--- config.mk ---
export PLATFORM = sky130hd
export DESIGN_NAME = xmul_issuer
export DESIGN_NICKNAME = d
export VERILOG_FILES = /design/src/rtl/xmul_issuer.sv
export SDC_FILE = /design/constraint.sdc
export NUM_CORES = 1
export LEC_CHECK = 0
export CAP_MARGIN = 10
export CORE_UTILIZATION = 28
export DETAILED_ROUTE_END_ITERATION = 8
export HOLD_SLACK_MARGIN = 0.1
export PLACE_DENSITY = 0.5
export SLEW_MARGIN = 10
export SYNTH_ARGS = -nofsm -noshare
export SYNTH_HDL_FRONTEND = slang
export SYNTH_SLANG_ARGS = --single-unit
--- constraint.sdc ---
create_clock -name clock -period 7.5 [get_ports clock]
set_input_delay 1.5 -clock clock [delete_from_list [all_inputs] [get_ports clock]]
set_output_delay 1.5 -clock clock [all_outputs]
set_load 0.01 [all_outputs]
--- src/rtl/xmul_issuer.sv ---
// Requester for the xmul multiplier: credit-gated command issue, fixed-latency response capture, FWFT result FIFO.
// Optional per-tag hazard blocking is enabled by defining XMUL_ISSUER_HAZARD_EN.
module xmul_issuer #(
    parameter int unsigned LATENCY = 2,
    parameter int unsigned DEPTH   = 4
) (
    input  logic        clock,
    input  logic        reset,
    input  logic        cmd_valid,
    output logic        cmd_ready,
    input  logic        cmd_dw,
    input  logic [5:0]  cmd_fn,
    input  logic [4:0]  cmd_tag,
    input  logic [63:0] cmd_in1,
    input  logic [63:0] cmd_in2,
    input  logic [63:0] cmd_in3,
    output logic        cmd_err,
    output logic        req_valid,
    output logic        req_bits_dw,
    output logic [5:0]  req_bits_fn,
    output logic [4:0]  req_bits_tag,
    output logic [63:0] req_bits_in1,
    output logic [63:0] req_bits_in2,
    output logic [63:0] req_in3,
    input  logic [63:0] resp_data,
    input  logic [4:0]  resp_tag,
    output logic        wb_valid,
    input  logic        wb_ready,
    output logic [4:0]  wb_tag,
    output logic [63:0] wb_data,
    output logic        idle
);

    localparam int unsigned AW = $clog2(DEPTH);
    localparam int unsigned OW = $clog2(DEPTH + LATENCY + 1);

    logic [LATENCY-1:0] trk_vld_q, trk_vld_d;
    logic [4:0]         trk_tag_q [LATENCY];
    logic [4:0]         trk_tag_d [LATENCY];
    logic [AW:0]        wr_ptr_q, wr_ptr_d, rd_ptr_q, rd_ptr_d;
    logic [68:0]        mem_q [DEPTH];
    logic [68:0]        mem_d [DEPTH];

    logic [OW-1:0] inflight, occ;
    logic [AW:0]   count;
    logic          legal, hazard, push, pop;
    logic [68:0]   head;

    always_comb begin
        inflight = '0;
        for (int unsigned i = 0; i < LATENCY; i++) begin
            inflight = inflight + OW'(trk_vld_q[i]);
        end
        count = wr_ptr_q - rd_ptr_q;
        occ   = inflight + OW'(count);
        idle  = (inflight == '0) && (count == '0);
    end

    always_comb begin
        legal     = cmd_fn inside {6'd0, 6'd1, 6'd2, 6'd3, 6'd50, 6'd51};
        // Credit test uses last cycle's occupancy; same-cycle pops are not credited.
        cmd_ready = reset && (occ < OW'(DEPTH)) && !hazard;
        req_valid = cmd_valid && cmd_ready && legal;
        cmd_err   = cmd_valid && cmd_ready && !legal;

        req_bits_dw  = req_valid ? cmd_dw  : 1'b0;
        req_bits_fn  = req_valid ? cmd_fn  : '0;
        req_bits_tag = req_valid ? cmd_tag : '0;
        req_bits_in1 = req_valid ? cmd_in1 : '0;
        req_bits_in2 = req_valid ? cmd_in2 : '0;
        req_in3      = req_valid ? cmd_in3 : '0;
    end

    always_comb begin
        trk_vld_d    = '0;
        trk_vld_d[0] = req_valid;
        trk_tag_d[0] = req_bits_tag;
        for (int unsigned i = 1; i < LATENCY; i++) begin
            trk_vld_d[i] = trk_vld_q[i-1];
            trk_tag_d[i] = trk_tag_q[i-1];
        end
    end

    always_comb begin
        head     = mem_q[rd_ptr_q[AW-1:0]];
        wb_valid = (wr_ptr_q != rd_ptr_q);
        wb_tag   = wb_valid ? head[68:64] : '0;
        wb_data  = wb_valid ? head[63:0]  : '0;

        push     = trk_vld_q[LATENCY-1];
        pop      = wb_valid && wb_ready;
        wr_ptr_d = wr_ptr_q + {{AW{1'b0}}, push};
        rd_ptr_d = rd_ptr_q + {{AW{1'b0}}, pop};
        mem_d    = mem_q;
        if (push) begin
            mem_d[wr_ptr_q[AW-1:0]] = {resp_tag, resp_data};
        end
    end

    always_ff @(posedge clock or negedge reset) begin
        if (!reset) begin
            trk_vld_q <= '0;
            wr_ptr_q  <= '0;
            rd_ptr_q  <= '0;
            for (int unsigned i = 0; i < LATENCY; i++) trk_tag_q[i] <= '0;
            for (int unsigned i = 0; i < DEPTH; i++) mem_q[i] <= '0;
        end else begin
            trk_vld_q <= trk_vld_d;
            wr_ptr_q  <= wr_ptr_d;
            rd_ptr_q  <= rd_ptr_d;
            for (int unsigned i = 0; i < LATENCY; i++) trk_tag_q[i] <= trk_tag_d[i];
            for (int unsigned i = 0; i < DEPTH; i++) mem_q[i] <= mem_d[i];
        end
    end

`ifdef XMUL_ISSUER_HAZARD_EN
    logic [31:0] busy_q, busy_d;

    // Busy is registered, so a tag popped this cycle still blocks a same-tag command for one cycle.
    always_comb begin
        hazard = busy_q[cmd_tag];
        busy_d = busy_q;
        if (pop) begin
            busy_d[wb_tag] = 1'b0;
        end
        if (req_valid && (cmd_tag != 5'd0)) begin
            busy_d[cmd_tag] = 1'b1;
        end
    end

    always_ff @(posedge clock or negedge reset) begin
        if (!reset) begin
            busy_q <= '0;
        end else begin
            busy_q <= busy_d;
        end
    end
`else
    always_comb begin
        hazard = 1'b0;
    end
`endif

    a_resp_tag_match: assert property (@(posedge clock) disable iff (!reset)
        trk_vld_q[LATENCY-1] |-> (resp_tag == trk_tag_q[LATENCY-1]));

endmodule

# Word level (Yosys, flattened, before mapping)
# Cells that the tools add are included.
[word_totals]
out_inout_bits = 278
ff_bits = 284
input_bits = 277
[classes]
add_sub_neg = 5
reduce_logical = 12
n_lt_le_gt_ge = 4
mux = 14
bitwise = 2
eq_ne = 6
[ops]
columns = ["operator", "n"]
rows = [
  ["bitwise mux 276 bit", 1],
  ["2-to-1 mux 64 bit", 4],
  ["2-to-1 mux 69 bit", 3],
  ["binary-select mux 69 bit (select 2 bit)", 1],
  ["demux 69 bit (select 2 bit)", 1],
  ["equality test 6 x 2 -> 1 bit, second input constant", 2],
  ["equality test 6 bit, second input constant", 2],
  ["2-to-1 mux 5 bit", 2],
  ["logical AND 1 bit", 7],
  ["adder 3 x 1 -> 3 bit", 2],
  ["equality test 6 x 1 -> 1 bit, second input constant", 1],
  [">= comparator 3 bit, second input constant", 2],
  ["logical NOT 3 bit", 2],
  ["logical NOT 6 bit", 1],
  ["2-to-1 mux 6 bit", 1],
  ["inverter 2 -> 3 bit", 2],
  ["nonzero test 6 bit", 1],
  ["adder 2 x 3 -> 3 bit", 1],
  ["< comparator 3 x 1 -> 1 bit, second input constant", 1],
  ["< comparator 3 bit, second input constant", 1],
  ["!= test 3 bit", 1],
  ["subtractor 3 bit", 1],
  ["adder 1 x 1 -> 2 bit", 1],
  ["logical NOT 1 bit", 1],
  ["2-to-1 mux 1 bit", 1],
]

# Longest topological paths before layout
[logic_depth]
word_depth = 7
depth_mapped = 11

# Least setup slack after synthesis
# OpenSTA, ideal clock, no wires.
[synth_timing]
path_kind = "register to output"
from = "register rd_ptr_q[1]"
to = "output port cmd_err"
path_buffers = 4
required_time_ns = 6.000
stages_incl_launch_ff = 11
slack_ns = 2.834
arrival_time_ns = 3.166
cell_sequence = "dfrtp_1 > clkbuf_1 > clkbuf_1 > inv_1 > fa_1 > ha_1 > and3b_1 > o2111ai_1 > clkbuf_1 > buf_1 > a21boi_0"
[synth_via]
elab_chain_cells = 6
[synth_lines]
columns = ["item", "line_no", "source"]
rows = [
  ["start: declaration", "40", "logic [AW:0] wr_ptr_q, wr_ptr_d, rd_ptr_q, rd_ptr_d;"],
  ["start signal: assignment", "110", "rd_ptr_q <= rd_ptr_d;"],
  ["subtractor 3 bit", "54", "count = wr_ptr_q - rd_ptr_q;"],
  ["adder 2 x 3 -> 3 bit", "55", "occ = inflight + OW'(count);"],
  ["< comparator 3 bit", "62", "cmd_ready = reset && (occ < OW'(DEPTH)) && !hazard;"],
  ["logical AND 1 bit", "62", ""],
  ["logical AND 1 bit (2 in a row)", "64", "cmd_err = cmd_valid && cmd_ready && !legal;"],
  ["end: declaration", "17", "output logic cmd_err,"],
]
# Every way passes these cells.

# Worst setup path after layout
[layout_timing]
from = "register wr_ptr_q[0]"
to = "output port req_in3[2]"
[layout_via]
elab_chain_cells = 7
[layout_lines]
columns = ["item", "line_no", "source"]
rows = [
  ["start: declaration", "40", ""],
  ["start signal: assignment", "109", "wr_ptr_q <= wr_ptr_d;"],
  ["subtractor 3 bit", "54", ""],
  ["adder 2 x 3 -> 3 bit", "55", ""],
  ["< comparator 3 bit", "62", ""],
  ["logical AND 1 bit", "62", ""],
  ["logical AND 1 bit (2 in a row)", "63", "req_valid = cmd_valid && cmd_ready && legal;"],
  ["2-to-1 mux 64 bit", "71", "req_in3 = req_valid ? cmd_in3 : '0;"],
  ["end: declaration", "24", "output logic [63:0] req_in3,"],
]
# Every way passes these cells.

==> impl_metrics.env <==
export IMPL_wl_per_cell_um=28.1
export IMPL_async_flop_share=1.00
export IMPL_die_w_um=243
export IMPL_fin_ws_ns=1.09
export IMPL_clockBufferDepth=3
export IMPL_core_um2=56800
export IMPL_syn_area_um2=16200
export IMPL_tightest_slew_ns=1.05
export IMPL_hold_violations=0
export IMPL_grt_first_pass_wirelength_um=99700
export IMPL_io_pins=555
export IMPL_rows=87
export IMPL_yosys_warnings=0
export IMPL_drc_errors=0
export IMPL_grtUsageTotal=0.238
export IMPL_yosysSeqAreaShare=0.438
export IMPL_setup_violations=0
export IMPL_final_min_clock_period_ns=6.41
export IMPL_drv_cap=0
export IMPL_hold_start="trk_vld_q[0]$_DFF_PN0_"
export IMPL_grt_max_degree=121
export IMPL_hold_class="flip-flop to flip-flop"
export IMPL_yosysMostFrequentCell="dfrtp_1"
export IMPL_synthAdderAreaFrac=0.00818
export IMPL_stdcell_count=2538
export IMPL_cpPeakStageDelay_ns=0.85
export IMPL_ant_nets=0
export IMPL_dp_hpwl_um=54500
export IMPL_synth_top_area_frac=0.438
export IMPL_yosys_area_top_type="dfrtp_1"
export IMPL_drive_above_1_share=0.331
export IMPL_clock_sinks=284
export IMPL_r2r_end="rd_ptr_q[2]$_DFF_PN0_"
export IMPL_power_leakage_nw=9.38
export IMPL_start_util=0.285
export IMPL_place_congestion=0.958
export IMPL_grt_remaining_overflow=0
export IMPL_placedCellCount=2479
export IMPL_ys_ff_latch=284
export IMPL_place_ws_ns=1.43
export IMPL_ir_drop_mv=0.216
export IMPL_design_power_total_mw=6.38
export IMPL_cts_made_buffers=27
export IMPL_dr_pass1_iters=6
export IMPL_fmax_mhz=156
export IMPL_die_area_um2=58900
export IMPL_crit_type="flip-flop to primary output"
export IMPL_arrival_ns=4.91
export IMPL_muxShareOfSynthArea=0.288
export IMPL_drv_slew=0
export IMPL_fp_dieH_um=243
export IMPL_required_ns=6.00
export IMPL_relSlewSlack=0.301
export IMPL_synth_compound_area_frac=0.143
export IMPL_grt_pass1_vias=12880
export IMPL_syn_instance_count=1267
export IMPL_cts_hold_buffers=0
export IMPL_vias_per_cell=4.78
export IMPL_fin_setup_tns_ns=0
export IMPL_cts_resized_gates=0
export IMPL_nets=2039
export IMPL_hold_slack_ns=0.412
export IMPL_critical_path_cell_chain="inv_1 -> ha_1 -> inv_1 -> fa_1 -> ha_1 -> and3b_1 -> or4_4 -> buf_4 -> a211oi_2 -> clkdlybuf4s50_1"
export IMPL_crit_fanout=63
export IMPL_drt_initial_drc_count=537
export IMPL_ys_top_cells_by_area="dfrtp_1, mux2_2, a211oi_2, mux4_2, inv_1"
export IMPL_reg2reg_depth=8
export IMPL_start_kind="flip-flop"
export IMPL_synthTopCellsByCount="dfrtp_1, mux2_2, inv_1"
export IMPL_synth_simple_area_share=0.0330
export IMPL_wirelength_um=71400
export IMPL_vias=12120
export IMPL_worstSetupEndpointType="primary output"
export IMPL_finalCritPeriodShare=0.855
export IMPL_fill_cells=5420
export IMPL_crit_path_end="req_in3[2]"
export IMPL_synth_flop_cell="dfrtp_1"
export IMPL_finClkSkew_ns=0.0266
export IMPL_critical_path_startpoint="wr_ptr_q[0]$_DFF_PN0_"
export IMPL_rsz0062_at_grt="no"
export IMPL_cts_setup_buffers=0
export IMPL_syn_area_per_cell_um2=12.8
export IMPL_powerDensity_nw_per_um2=272
export IMPL_clk_latency_ns=0.56
export IMPL_cts_tree="yes"
export IMPL_ctsHtreeMaxLevel=1
export IMPL_synth_top_family_by_area="multiplexers"
export IMPL_synth_xor_area_share=0.00301
export IMPL_antenna_found_initial=28
export IMPL_cts_root_buf="clkbuf_16"
export IMPL_io_buffers=552
export IMPL_area_growth_synth_to_final_pct=44.5
export IMPL_ys_types=31
export IMPL_critPathSlowestCell="or4_4"
export IMPL_status="finished clean"
export IMPL_synth_edf_count=0
export IMPL_r2r_start="wr_ptr_q[0]$_DFF_PN0_"
export IMPL_rrSetupSlack_ns=4.32
export IMPL_clkTransAtPathRegs_ns=0.06
cells in the final DEF, fill, tap and decap left out, drive strengths merged, types with 4 or more instances in the layout:
cell / Yosys / routed
clkbuf: 60 / 33
nand3: 4 / 4
diode: 0 / 9
dfrtp: 284 / 284
mux2: 276 / 276
nor2b: 70 / 70
bufinv: 0 / 5
clkinv: 0 / 10
a21oi: 4 / 4
mux4: 69 / 69
buf: 62 / 26
inv: 207 / 208
a211oi: 200 / 200
ha: 9 / 9
clkdlybuf4s50: 0 / 551
how the worst min path moves through the flow:
stage / cells past startpoint / end / slack [ns]
CTS: 0 / trk_vld_q[1]$_DFF_PN0_ / 0.42
global placement: 0 / trk_vld_q[1]$_DFF_PN0_ / 0.40
finish: 0 / trk_vld_q[1]$_DFF_PN0_ / 0.41
floorplan: 0 / trk_vld_q[1]$_DFF_PN0_ / 0.38
detailed placement: 0 / trk_vld_q[1]$_DFF_PN0_ / 0.40
global route: 0 / trk_vld_q[1]$_DFF_PN0_ / 0.45
cell families after synthesis:
logic type               after synthesis
AO/OA/AOI/OAI                        207
XOR/XNOR                               4
adder cells (fa/ha/maj)               10
buffers and inverters                329
flip-flops                           284
multiplexers                         345
other                                  1
AND/OR/NAND/NOR                       87
worst max-delay path: cells and delay by family (launching register included):
| family | cells | cell delay (ns) |
|---|---|---|
| compound gates | 1 | 0.55 |
| fa+ha+maj | 3 | 0.96 |
| buf+inv | 4 | 1.27 |
| flops | 1 | 0.45 |
| simple gates | 2 | 1.06 |
per-stage QoR:
| stage | area [um2] | util |
|---|---|---|
| after floorplan | 16200 | - |
| after global placement | 22400 | 0.395 |
| after detailed placement | 22400 | 0.395 |
| after CTS | 23400 | 0.412 |
| after global routing | 23400 | 0.412 |
| final | 23400 | 0.412 |
final cells by class:
| class | instances | area, um2 | area share |
|---|---|---|---|
| well taps | 756 | 946 | 0.0404 |
| repair buffers | 577 | 5820 | 0.248 |
| clock buffers | 33 | 748 | 0.0319 |
| flip-flops and latches | 284 | 7110 | 0.304 |
| diodes | 9 | 22.5 | 0.000961 |
| multi-input cells | 655 | 7780 | 0.332 |
| inverters | 207 | 777 | 0.0332 |
| clock inverters | 17 | 228 | 0.00972 |
power by group:
group / internal [mW] / switching [mW] / total [mW]
combinational: 1.51 / 1.44 / 2.95
sequential: 1.79 / 0.150 / 1.94
clock: 0.885 / 0.603 / 1.49
sequential cells by signal, indices dropped and copies added, names as in the netlist:
| name | flops |
|---|---|
| wr_ptr_q | 3 |
| rd_ptr_q | 3 |
| mem_q | 276 |
| trk_vld_q | 2 |
metal layers:
metal / wire (um) / part of all wire / vias to the layer above / GRT usage
li1: - / - / 5447 / -
met1: 29200 / 0.41 / 6196 / 0.296
met2: 36000 / 0.50 / 379 / 0.410
met3: 4080 / 0.057 / 92 / 0.0535
met4: 1830 / 0.026 / 6 / 0.0657
met5: 215 / 0.0030 / - / 0.0221
Note: power is estimated with default switching activity, not from simulation.
